--- src/rtl/alu_writeback.sv ---
// ALU writeback stage: 2-entry write queue draining into an 8x16 register file and a 4-bit status register.
// Optional define ALU_WRITEBACK_FORWARD_EN lets the read ports bypass queued, uncommitted results.
module alu_writeback #(
  parameter int WIDTH = 16,
  parameter int NREGS = 8,
  parameter int AW    = 3,
  parameter int DEPTH = 2
) (
  input  logic             clk,
  input  logic             rst_n,
  input  logic             in_valid,
  output logic             in_ready,
  input  logic [AW-1:0]    in_dest,
  input  logic [WIDTH-1:0] in_result,
  input  logic [3:0]       in_sreg,
  input  logic             in_sreg_we,
  input  logic             commit_en,
  input  logic [AW-1:0]    ra_addr,
  input  logic [AW-1:0]    rb_addr,
  output logic [WIDTH-1:0] ra_data,
  output logic [WIDTH-1:0] rb_data,
  output logic             ra_hazard,
  output logic             rb_hazard,
  output logic [3:0]       sreg_q,
  output logic [1:0]       count
);

  typedef struct packed {
    logic [AW-1:0]    dest;
    logic [WIDTH-1:0] result;
    logic [3:0]       sreg;
    logic             sreg_we;
  } entry_t;

  // q[0] is always the head (oldest); q[1] is only meaningful when two entries are queued.
  entry_t           q [2];
  entry_t           in_entry;
  logic [1:0]       count_q;
  logic [WIDTH-1:0] rf [NREGS];
  logic             v0;
  logic             v1;
  logic             push;
  logic             pop;

  assign count = count_q;
  assign v0    = (count_q != 2'd0);
  assign v1    = (count_q == 2'd2);

  // Handshake: an entry transfers on a rising edge where in_valid && in_ready.
  // in_ready depends on the registered count only, so a full queue refuses even while popping.
  assign in_ready = (count_q != 2'(DEPTH));
  assign push     = in_valid && in_ready;
  assign pop      = commit_en && v0;

  assign in_entry = '{dest: in_dest, result: in_result, sreg: in_sreg, sreg_we: in_sreg_we};

  always_ff @(posedge clk or negedge rst_n) begin
    if (!rst_n) begin
      count_q <= 2'd0;
      q[0]    <= '0;
      q[1]    <= '0;
    end else begin
      if (pop && v1) q[0] <= q[1];
      // With one entry, a concurrent pop frees the head slot for the new entry.
      if (push) begin
        if (v0 && !pop) q[1] <= in_entry;
        else            q[0] <= in_entry;
      end
      case ({push, pop})
        2'b10:   count_q <= count_q + 2'd1;
        2'b01:   count_q <= count_q - 2'd1;
        default: count_q <= count_q;
      endcase
    end
  end

  always_ff @(posedge clk or negedge rst_n) begin
    if (!rst_n) begin
      for (int i = 0; i < NREGS; i++) rf[i] <= '0;
      sreg_q <= 4'd0;
    end else if (pop) begin
      rf[q[0].dest] <= q[0].result;
      if (q[0].sreg_we) sreg_q <= q[0].sreg;
    end
  end

  assign ra_hazard = (v0 && (q[0].dest == ra_addr)) || (v1 && (q[1].dest == ra_addr));
  assign rb_hazard = (v0 && (q[0].dest == rb_addr)) || (v1 && (q[1].dest == rb_addr));

`ifdef ALU_WRITEBACK_FORWARD_EN
  // Youngest matching queued entry wins; the in_* bus is never forwarded.
  always_comb begin
    ra_data = rf[ra_addr];
    if (v1 && (q[1].dest == ra_addr))      ra_data = q[1].result;
    else if (v0 && (q[0].dest == ra_addr)) ra_data = q[0].result;
  end

  always_comb begin
    rb_data = rf[rb_addr];
    if (v1 && (q[1].dest == rb_addr))      rb_data = q[1].result;
    else if (v0 && (q[0].dest == rb_addr)) rb_data = q[0].result;
  end
`else
  assign ra_data = rf[ra_addr];
  assign rb_data = rf[rb_addr];
`endif

endmodule
--- config.mk ---
export PLATFORM = sky130hd
export DESIGN_NAME = alu_writeback
export DESIGN_NICKNAME = d
export VERILOG_FILES = /design/src/rtl/alu_writeback.sv
export SDC_FILE = /design/constraint.sdc
export NUM_CORES = 1
export LEC_CHECK = 0
export ABC_AREA = 1
export BUFFER_PORTS_ARGS = -buffer_cell sky130_fd_sc_hd__buf_4
export CAP_MARGIN = 20
export CORE_ASPECT_RATIO = 0.7
export CORE_MARGIN = 10
export CORE_UTILIZATION = 45
export CTS_BUF_LIST = sky130_fd_sc_hd__clkbuf_16
export DETAILED_ROUTE_END_ITERATION = 6
export PLACE_DENSITY = 0.75
export SLEW_MARGIN = 20
export SYNTH_ARGS = -nofsm -noshare
export SYNTH_HDL_FRONTEND = slang
export SYNTH_SLANG_ARGS = --single-unit
--- constraint.sdc ---
create_clock -name clk -period 1.4 [get_ports clk]
set_input_delay 0.21 -clock clk [delete_from_list [all_inputs] [get_ports clk]]
set_output_delay 0.21 -clock clk [all_outputs]
set_load 0.005 [all_outputs]
==> results.sh <==
export IMPL_status="finished, violations left"
export IMPL_violations="design-rule violations, negative setup slack"
export IMPL_drt_iter0_drc=1691
export IMPL_path_common_cell="buf_6"
export IMPL_setup_ws_ps=-320
export IMPL_slew_violations=0
export IMPL_max_freq_ghz=0.581
export IMPL_grt_pass1_wl_um=50700
export IMPL_cts_tree="yes"
export IMPL_startpoint="count[1]"
export IMPL_hold_path_class="input pin to register"
export IMPL_drt_total_wl_um=38400
export IMPL_drive_gt1_share_pct=29.1
export IMPL_ff_latch_area_um2=4560
export IMPL_critical_path_max_stage_delay_ps=450
export IMPL_route_detailed_wl_per_inst_um=19.5
export IMPL_p_leak_uw=0.00733
export IMPL_grt_overflow_total=0
export IMPL_cts_made_buffers=17
export IMPL_total_power_uw=26300
export IMPL_antenna_found_initial=3
export IMPL_min_from="in_result[10]"
export IMPL_fin_nets=1714
export IMPL_ir_worst_vdd_mv=1.14
export IMPL_slew_headroom_pct=65.8
export IMPL_required_ps=1190
export IMPL_num_fill_cells=1778
export IMPL_grtUsageTotal_pct=21.8
export IMPL_worstPathCellList="buf_6 > nor2_4 > buf_6 > a21oi_2 > nand2_1 > nand2_2 > buf_6"
export IMPL_avgViaCountPerCell=5.63
export IMPL_syn_to_final_growth_pct=36.8
export IMPL_num_rows=45
export IMPL_die_y_um=145
export IMPL_synth_seq_cells=182
export IMPL_n_antenna_cell=0
export IMPL_setup_violations=169
export IMPL_start_util_pct=46.1
export IMPL_cp_arrival_ps=1510
export IMPL_final_core_util_pct=63.1
export IMPL_avgSynthCellArea_um2=6.65
export IMPL_io_pins=75
export IMPL_crit_buf_inv=3
export IMPL_clkSinkCount=182
export IMPL_clock_path_buffers=2
export IMPL_synth_nets=1545
export IMPL_crit_fanout=4
export IMPL_synth_compound_area_share_pct=7.97
export IMPL_final_common_cell="nand2_1"
export IMPL_grt_max_degree=43
export IMPL_vias=11113
export IMPL_remaining_drc_errors=3
export IMPL_port_buffers=74
export IMPL_multi_input_area_um2=4950
export IMPL_skew_ps=14.3
export IMPL_yosys_area_share_simple_pct=35.7
export IMPL_grt_pass1_vias=9762
export IMPL_cp_top_family="flip-flops"
export IMPL_period_share_pct=123
export IMPL_start_kind="register"
export IMPL_r2r_start="count[1]"
export IMPL_synth_seq_area_share_pct=45.3
export IMPL_firstDrtPassIters=7
export IMPL_crit_type="register to output port"
export IMPL_cp_slowest_cell="dfrtp_2"
export IMPL_fin_area_um2=13700
export IMPL_drv_cap=0
export IMPL_synth_top_family_by_area="simple AND/OR/NAND/NOR gates"
export IMPL_critPathCaptureType="output port"
export IMPL_die_x_um=199
export IMPL_root_buffer="clkbuf_16"
export IMPL_syn_inst=1511
export IMPL_final_min_clock_period_ps=1720
export IMPL_dpl_instance_area_um2=11300
export IMPL_htreeDepth=4
export IMPL_worst_pin_slew_ps=512
export IMPL_synth_area_um2=10000
export IMPL_synth_warnings=0
export IMPL_synth_mux_area_share_pct=0
export IMPL_finalHoldViolations=0
export IMPL_core_area_um2=21800
export IMPL_clkTransAtPathRegs_ps=80
export IMPL_ys_types=19
export IMPL_routabilityCongestion=0.879
export IMPL_die_area_um2=28800
export IMPL_grt_setup_unrepaired="yes"
export IMPL_p_per_area_nw_per_um2=1920
export IMPL_final_cell_mix="nand2_1, dfrtp_1, nand3_1, buf_4, inv_2"
export IMPL_insertion_delay_ps=470
export IMPL_ant_nets=0
export IMPL_synth_fa_ha_area_share_pct=0
export IMPL_synth_xor_area_share_pct=0.262
export IMPL_place_hpwl_um=19800
## metal layers
metal	vias up	wire length, um	track usage (%)
met2	801	16500	32.9
met4	0	1870	6.35
met1	5140	14500	29.9
met5	-	0	0
li1	4985	-	-
met3	187	5660	6.00
## cell usage after synthesis
cell,instances,area (um^2)
nand3_1,177,886
nor2_1,20,75.1
nor2_4,1,11.3
o21ai_1,5,25.0
buf_1,12,45.0
o21ai_0,154,771
inv_2,2,7.51
nand3_2,1,10.0
nand2_1,692,2600
buf_4,2,15.0
buf_2,34,170
inv_1,181,679
clkbuf_1,40,150
nor2_2,1,6.26
clkinv_1,3,11.3
xnor2_1,2,17.5
xor2_1,1,8.76
a21oi_1,1,5.00
dfrtp_1,182,4550
## sequential cells by signal, indices dropped and copies added (netlist names)
signal and count:
rf 128, q 48, sreg_q 4, count 2
## area by class of cell
| type | count | area share (%) |
|---|---|---|
| clock inverter | 15 | 0.983 |
| sequential | 182 | 33.2 |
| timing repair buffer | 237 | 19.1 |
| clock buffer | 17 | 3.10 |
| inverter | 186 | 5.10 |
| multi-input combinational | 1056 | 36.0 |
| tap | 282 | 2.57 |
## worst min-delay path, delay by kind of cell
family                 cells  cell delay (ps)
buffers and inverters      1              120
AND/OR/NAND/NOR            2              120
## path summary, 6_finish.rpt
check | end | slack (ps) | cells after the start
worst min-delay path | q[39] | 30 | 3
max in group asynchronous | q[47] | 600 | 3
worst min register to register | rf[11] | 490 | 2
worst max-delay path | ra_hazard | -320 | 7
min in group asynchronous | rf[53] | 230 | 2
worst max register to register | rf[86] | -260 | 9
## what timing repair did
| item | CTS | global route |
|---|---|---|
| pin swaps | 90 | 102 |
| hold buffers | 24 | 0 |
| setup endpoints to repair | 35 | 217 |
| setup buffers | 29 | 36 |
| gates cloned | 0 | 20 |
| endpoints found under the hold margin | 123 | 0 |
| gates resized for setup | 96 | 266 |
## stage by stage
stage	hold WS [ps]	TNS, ps	worst slack, ps	std cells
finish	34.7	-27150	-320	1975
global route	19.3	-33860	-377	1975
CTS	3.61	-19870	-320	1919
detailed placement	135	-23.1	-17.3	1834
global placement	133	0	2.52	1834
floorplan	-85.6	0	68.3	1511
## where the power goes
part           total, uW  internal [uW]  switching, uW
Clock               4780           2360           2430
Sequential          9060           7600           1460
Combinational      12500           5180           7330
Total              26300          15100          11200
## logic make-up (layout without fill, tap and decap cells)
group | Yosys count | in the layout
DFF | 182 | 182
and+or+nand+nor | 892 | 893
buffers and inverters | 274 | 455
xor gates and xnor gates | 3 | 3
AOI/OAI and AO/OA | 160 | 160
(Power assumes the default switching activity.)
